### config.mk
export PLATFORM = sky130hd
export DESIGN_NAME = sqrt_share_arbiter
export DESIGN_NICKNAME = d
export VERILOG_FILES = /design/src/rtl/sqrt_share_arbiter.sv
export SDC_FILE = /design/constraint.sdc
export NUM_CORES = 1
export LEC_CHECK = 0
export BUFFER_PORTS_ARGS = -buffer_cell sky130_fd_sc_hd__buf_2
export CAP_MARGIN = 40
export CELL_PAD_IN_SITES_DETAIL_PLACEMENT = 0
export CELL_PAD_IN_SITES_GLOBAL_PLACEMENT = 1
export CORE_ASPECT_RATIO = 1.75
export CORE_MARGIN = 2
export CORE_UTILIZATION = 35
export DETAILED_ROUTE_END_ITERATION = 8
export PLACE_DENSITY = 0.95
export SETUP_SLACK_MARGIN = 0.05
export SLEW_MARGIN = 40
export SYNTH_ARGS = -nofsm -noshare
export SYNTH_HDL_FRONTEND = slang
export SYNTH_SLANG_ARGS = --single-unit
### constraint.sdc
create_clock -name clk -period 7 [get_ports clk]
set_input_delay 1.05 -clock clk [delete_from_list [all_inputs] [get_ports clk]]
set_output_delay 1.05 -clock clk [all_outputs]
set_load 0.01 [all_outputs]
### src/rtl/sqrt_share_arbiter.sv
// Round-robin arbiter sharing one iterative fixed-point sqrt unit.
// Define SQRT_ARB_PERF_EN to add the perf_ops / perf_stall counters.
module sqrt_share_arbiter #(
  parameter int NUM_REQ     = 4,
  parameter int WIDTH       = 32,
  parameter int SQRT_CYCLES = 24,
  parameter int ID_W        = $clog2(NUM_REQ)
) (
  input  logic                     clk,
  input  logic                     reset,
  input  logic [NUM_REQ-1:0]       req_valid,
  input  logic [NUM_REQ*WIDTH-1:0] req_data,
  output logic [NUM_REQ-1:0]       req_ready,
  output logic [NUM_REQ-1:0]       resp_valid,
  output logic [WIDTH-1:0]         resp_data,
  input  logic [NUM_REQ-1:0]       resp_ready,
  output logic                     sqrt_go,
  output logic [WIDTH-1:0]         sqrt_in,
  input  logic [WIDTH-1:0]         sqrt_out,
  input  logic                     sqrt_done,
  output logic                     busy
`ifdef SQRT_ARB_PERF_EN
  ,
  output logic [31:0]              perf_ops,
  output logic [31:0]              perf_stall
`endif
);

  localparam int FLUSH_N = SQRT_CYCLES + 2;
  localparam int CNT_W   = $clog2(FLUSH_N);

  typedef enum logic [2:0] {
    FLUSH, IDLE, ISSUE, WAIT, RESP
  } state_t;

  state_t            state, state_nx;
  logic [CNT_W-1:0]  flush_cnt;
  logic [ID_W-1:0]   rr, id, grant;
  logic              grant_ok;
  logic [WIDTH-1:0]  opnd;
  logic              accept, resp_fire, flush_end;

  assign flush_end = flush_cnt == CNT_W'(FLUSH_N - 1);
  assign sqrt_in   = opnd;
  assign busy      = state != IDLE;

  // first valid requester at or above rr, wrapping
  always_comb begin
    grant    = '0;
    grant_ok = 1'b0;
    for (int k = 0; k < NUM_REQ; k++) begin
      logic [ID_W:0] idx;
      idx = {1'b0, rr} + (ID_W+1)'(k);
      if (idx >= (ID_W+1)'(NUM_REQ))
        idx = idx - (ID_W+1)'(NUM_REQ);
      if (!grant_ok && req_valid[idx[ID_W-1:0]]) begin
        grant    = idx[ID_W-1:0];
        grant_ok = 1'b1;
      end
    end
  end

  always_comb begin
    state_nx   = state;
    req_ready  = '0;
    resp_valid = '0;
    sqrt_go    = 1'b0;
    accept     = 1'b0;
    resp_fire  = 1'b0;
    unique case (state)
      FLUSH: if (flush_end) state_nx = IDLE;
      IDLE: begin
        if (grant_ok) begin
          req_ready[grant] = 1'b1;
          accept           = 1'b1;
          state_nx         = ISSUE;
        end
      end
      ISSUE: begin
        sqrt_go  = 1'b1;
        state_nx = WAIT;
      end
      WAIT: if (sqrt_done) state_nx = RESP;
      RESP: begin
        resp_valid[id] = 1'b1;
        if (resp_ready[id]) begin
          resp_fire = 1'b1;
          state_nx  = IDLE;
        end
      end
      default: state_nx = FLUSH;
    endcase
  end

  always_ff @(posedge clk or posedge reset) begin
    if (reset) state <= FLUSH;
    else       state <= state_nx;
  end

  always_ff @(posedge clk or posedge reset) begin
    if (reset) begin
      flush_cnt <= '0;
      rr        <= '0;
      id        <= '0;
      opnd      <= '0;
      resp_data <= '0;
    end else begin
      // the unit has no reset: outlast any op it may still be running
      if (state == FLUSH && !flush_end)
        flush_cnt <= flush_cnt + 1'b1;
      if (accept) begin
        id   <= grant;
        opnd <= req_data[grant*WIDTH +: WIDTH];
      end
      if (state == WAIT && sqrt_done)
        resp_data <= sqrt_out;
      if (resp_fire)
        rr <= (id == ID_W'(NUM_REQ - 1)) ? '0 : id + 1'b1;
    end
  end

`ifdef SQRT_ARB_PERF_EN
  always_ff @(posedge clk or posedge reset) begin
    if (reset) begin
      perf_ops   <= '0;
      perf_stall <= '0;
    end else if (state != FLUSH) begin
      if (resp_fire)
        perf_ops <= perf_ops + 32'd1;
      if (|req_valid && state != IDLE)
        perf_stall <= perf_stall + 32'd1;
    end
  end
`endif

  a_go_only_issue: assert property (
    @(posedge clk) disable iff (reset)
    sqrt_go |-> state == ISSUE);

  a_onehot: assert property (
    @(posedge clk) disable iff (reset)
    $onehot0(req_ready) && $onehot0(resp_valid));

endmodule

# --- Word-level counts from Yosys, hierarchy flattened ---
# Index checks and enable logic that the tools add are counted.
op_classes:
  n_shift: 1
  add_sub_neg: 9
  n_mux: 40
  reduce_logical: 13
  n_eq_ne: 11
  magnitude_cmp: 12
ops:
  columns: ["op", "count"]
  rows:
  - ["128-bit by 8-bit indexed part select with 32-bit output", 1]
  - ["2-bit by 3-bit < comparator with 1-bit output (second input constant)", 6]
  - ["2-bit two-way mux", 9]
  - ["1-bit two-way mux", 16]
  - ["3-bit case mux with 5 select lines", 1]
  - ["3-bit two-way mux", 4]
  - ["4-bit two-way mux", 3]
  - ["1-bit binary-select mux with 2-bit select", 5]
  - ["3-bit greater-or-equal comparator (second input constant)", 3]
  - ["2-bit inequality test (second input constant)", 4]
  - ["2-bit by 1-bit subtractor with 2-bit output (second input constant)", 4]
  - ["1-bit logical AND", 7]
  - ["2-bit by 2-bit adder with 3-bit output (second input constant)", 2]
  - ["3-bit by 2-bit == test with 1-bit output (second input constant)", 2]
  - ["5-bit by 1-bit adder with 5-bit output (second input constant)", 1]
  - ["5-bit == test (second input constant)", 1]
  - ["1-bit demux with 2-bit select", 2]
  - ["2-bit by 1-bit greater-or-equal comparator with 1-bit output (second input constant)", 2]
  - ["1-bit zero test", 4]
  - ["4-bit AND reduction", 1]
  - ["2-bit by 1-bit adder with 3-bit output (second input constant)", 1]
  - ["3-bit by 1-bit == test with 1-bit output (second input constant)", 1]
  - ["3-bit == test (second input constant)", 1]
  - ["2-bit by 3-bit greater-or-equal comparator with 1-bit output (second input constant)", 1]
  - ["other kinds (4)", 4]
word_totals:
  output_inout_bits: 74
  elab_cells: 92
  input_bits: 171
  regBits: 76

# --- Depth between registers and ports, before layout ---
logic_depth:
  depth_word: 20
  ltp_mapped: 8
  depth_no_buf: 6

# --- Least setup slack after synthesis ---
# No wires, ideal clock.
synth_timing:
  path_kind: "in2out"
  startpoint: "input req_valid[3]"
  endpoint: "output req_ready[1]"
  t_arrival_ns: 2.032
  n_path_buf: 3
  stages: 6
  path_slack_ns: 3.918
  required_ns: 5.950
  cell_sequence: "buf_4 nor2_1 o221a_1 buf_6 buf_12 nor2b_1"
synth_via:
  elab_chain_len: 18
  elab_cells_between_ends: 29
  cone_classes: "2 x order compare; 20 x mux; 7 x reduce/logical"
synth_rtl:
  columns: ["item", "line_no", "source"]
  rows:
  - ["start, declared", "11", "input logic [NUM_REQ-1:0] req_valid,"]
  - ["1-bit binary-select mux with 2-bit select", "56", "if (!grant_ok && req_valid[idx[ID_W-1:0]]) begin"]
  - ["1-bit two-way mux (not written as such)", "56", null]
  - ["1-bit two-way mux", "56", null]
  - ["1-bit zero test", "56", null]
  - ["1-bit logical AND", "56", null]
  - ["1-bit two-way mux", "56", null]
  - ["1-bit zero test", "56", null]
  - ["1-bit logical AND", "56", null]
  - ["[2 not listed]", null, null]
  - ["1-bit logical AND", "56", null]
  - ["2-bit two-way mux", "56", null]
  - ["2-bit by 3-bit < comparator with 1-bit output (not written as such) / 2-bit by 1-bit greater-or-equal comparator with 1-bit output (equally long branches)", "74", "req_ready[grant] = 1'b1;"]
  - ["1-bit logical AND (not written as such)", "74", null]
  - ["1-bit two-way mux (not written as such)", "74", null]
  - ["1-bit demux with 2-bit select", "74", null]
  - ["4-bit two-way mux (*)", "73", "if (grant_ok) begin"]
  - ["4-bit two-way mux (*)", "70", "unique case (state)"]
  - ["end, declared", "13", "output logic [NUM_REQ-1:0] req_ready,"]
# Mark *: on every way between the ends. The rest lies on a longest branch, timed or not. The select of a mux whose other input is x is not followed.

# --- Worst setup path after layout ---
layout_timing:
  startpoint: "input req_valid[0]"
  endpoint: "output req_ready[0]"
# Same word-level chain as after synthesis.

==> results.txt <==
RR Startpoint: rr[1]$_DFFE_PP0P_
Power Total: 2.51 mW
Max-cap viol count: 0
Worst skew pair latency: 0.33 ns
PD cells: 427 nW/um^2
Leakage: 2.75 nW
Drt pass-1 iters: 4
Worst path top cell family by delay: simple AND/OR/NAND/NOR gates
Main combinational cell family by area after synthesis: compound AO/OA/AOI/OAI gates
Post-synth EDFFs: 0
Avg Cell Area, Syn: 10.9 sq um
Worst slew margin: 0.473
TNS Setup: 0 ns
Area leader, netlist: dfrtp_1
Vias per cell: 5.14
RSZ-0062 raised after global routing: false
Multi-input combinational cell area: 2120 sq um
Count of final hold-check violations: 0
Number of global-route vias before repair: 3936
GP Congestion: 0.844
Synth Instances: 398
Flop-to-flop setup slack: 4.61 ns
Fill cells: 1141
CTS Buffer Depth: 2
Post-synth top flop: dfrtp_1
WP data arrival: 2.43 ns
Crit path kind: in -> out
Setup ws final: 3.52 ns
ANT nets after route: 0
Initial Utilization: 0.361
Initial DRC Count: 121
CP startpoint kind: primary input
Hold Crit Depth: 1
Final worst path period share: 0.498
Post-Syn Nets: 575
Vias: 4075
Worst hold start: resp_data[15]$_DFFE_PP0P_
Register area: 1900 sq um
Die height: 152 microns
Synth Area in Simple Gates: 0.173
Largest net degree at the start of global routing: 77
Mapped Area: 4360 sq um
Layout cells sized above 1: 0.545
# H-tree levels: 3
Final worst path period need: 3.48 ns
Worst Tran Pin Value: 0.788 ns
Synth Area in Adders: 0.0172
CTS tree: yes
Synth cell types: 48
Worst reg2reg path depth: 6
Most frequent CP cell: buf_2
Buf+Inv Stages, Crit Path: 2
Row count: 53
Compound-gate portion of the synthesized area: 0.191
Die width: 88.3 microns
Global-route wire length before repair: 19800 microns
Reg2reg end: sqrt_in[5]$_DFFE_PP0P_
Async SR Flop Fraction: 1.00
Max Freq: 287 MHz
VDD IR max: 0.177 mV
Ys Warns: 0
Post-Layout Cell Count: 793
Final Max Tran Viols: 0
I/O Buffers: 244
Data required, critical path: 5.95 ns
Crit path cell chain: buf_2, nor4_4, or2_4, a21oi_1, buf_2
Crit path max fanout: 32
Worst Hold Class: reg -> reg
Most common cell in the netlist: dfrtp_1
Min-Delay Endpoint: resp_data[15]$_DFFE_PP0P_
Post-Synth XOR/XNOR Area: 0.00804
Yosys reg bits: 76
Placement Setup Slack: 3.48 ns
# diodes: 0
Post-synthesis mux area share: 0.0905
Core ar.: 12100 sq um
Ranking of synthesized cells by area: dfrtp_1 (44%), mux2_2 (8.5%), a221oi_2 (8.3%)
Routed WL per cell: 16.9 microns
CTS Hold Bufs: 0
Dpl cells: 777
Initial antenna violation count: 0
Die area: 13400 sq um
Synth-to-Final Area Change: 35.1%
I/O pins: 245
Final #Nets: 800
DRC violations left: 0
DPL Wire Length: 10400 microns
Worst-path clk slew: 0.06 ns
Root Buffer: clkbuf_16
Routed WL: 13400 microns
CTS sink count: 76
CP endpoint kind: output pin
Sequential area share after synthesis: 0.437
Clock skew: 0.00681 ns
Share of the synthesized area in the top cell type: 0.437
Remaining Overflow, GRT: 0
Crit-path slowest cell: or2_4
Setup violators final: 0
Post-CTS sizing: 0
Num CTS Buffers: 9
Status: completed
CP peak stage delay: 0.54 ns
Synth top cells by count: dfrtp_1 (76), nand3_1 (65), nor2_1 (37)
Post-layout util: 0.488
Post-CTS setup buffer count: 0
Total track usage: 0.192
==> cells by family (layout without fill, tap and decap cells) <==
group                      after synthesis  after routing
and+or+nand+nor                        144            144
AOI/OAI and AO/OA                       92             92
DFF                                     76             76
buffers and inverters                   42            272
muxes                                   34             34
adders and majority gates                6              6
xor gates and xnor gates                 4              4
==> final cells by class <==
cell class | count | area share
multi-input cells | 280 | 0.360
flip-flops and latches | 76 | 0.323
repair buffers | 249 | 0.218
clock buffers | 9 | 0.0383
well taps | 165 | 0.0351
clock inverters | 7 | 0.0208
inverters | 7 | 0.00468
==> cells in the final DEF, fill, tap and decap left out, types with 2 or more instances in the layout <==
cell,instances
nand3_1,65
xnor2_1,4
nand4b_1,2
o21ai_0,9
nor3_1,3
and2_1,5
a31oi_1,32
a221oi_1,7
clkinv_2,2
inv_1,6
o31ai_1,2
a21oi_1,6
nand4_1,3
nand2_2,2
nor3b_1,3
a21oi_2,2
clkbuf_16,9
nor2b_1,2
a21o_1,3
nand2_1,10
nor2_1,37
nor2_4,2
buf_2,244
a221oi_2,24
dfrtp_1,76
ha_1,6
buf_4,3
mux2_2,33
bufinv_16,3
==> worst max-delay path by stage <==
stage                             from      endpoint  slack [ns]  cells after the start
after floorplan           req_valid[3]  req_ready[1]        3.92                      6
after global placement    req_valid[0]  req_ready[0]        3.20                      5
after detailed placement  req_valid[0]  req_ready[0]        3.48                      5
after CTS                 req_valid[0]  req_ready[0]        3.48                      5
after global routing      req_valid[0]  req_ready[0]        3.38                      5
final                     req_valid[0]  req_ready[0]        3.52                      5
==> where the power goes <==
| part | internal, mW | leakage [nW] | total, mW | switching [mW] |
|---|---|---|---|---|
| registers | 0.663 | 0.888 | 0.813 | 0.149 |
| clock network | 0.351 | 0.168 | 0.534 | 0.183 |
| logic | 0.509 | 1.70 | 1.17 | 0.658 |
==> registers in the layout, indices dropped and copies added, names as in the netlist <==
name and count:
sqrt_in 32, flush_cnt 5, id 2, rr 2, resp_data 32, state 3
==> worst reg2reg max path, stage by stage, from the launching register on <==
cell,delay (ns)
dfrtp_1,0.62
nand2b_2,0.24
a21oi_1,0.12
nor3_4,0.65
buf_4,0.36
nand3_1,0.12
a31oi_1,0.21
==> routing by layer <==
layer,global-route usage,share of wire
met3,0.0401,0.060
met5,0,0
met1,0.207,0.38
met2,0.363,0.55
met4,0.0614,0.019
==> through the flow <==
step	hold WS [ns]	instance area (sq um)
2_1_floorplan	0.446	4360
3_3_place_gp	0.466	5480
3_5_place_dp	0.487	5540
4_1_cts	0.500	5890
5_1_grt	0.512	5890
6_report	0.498	5890
Note: power is estimated with default switching activity, not from simulation.
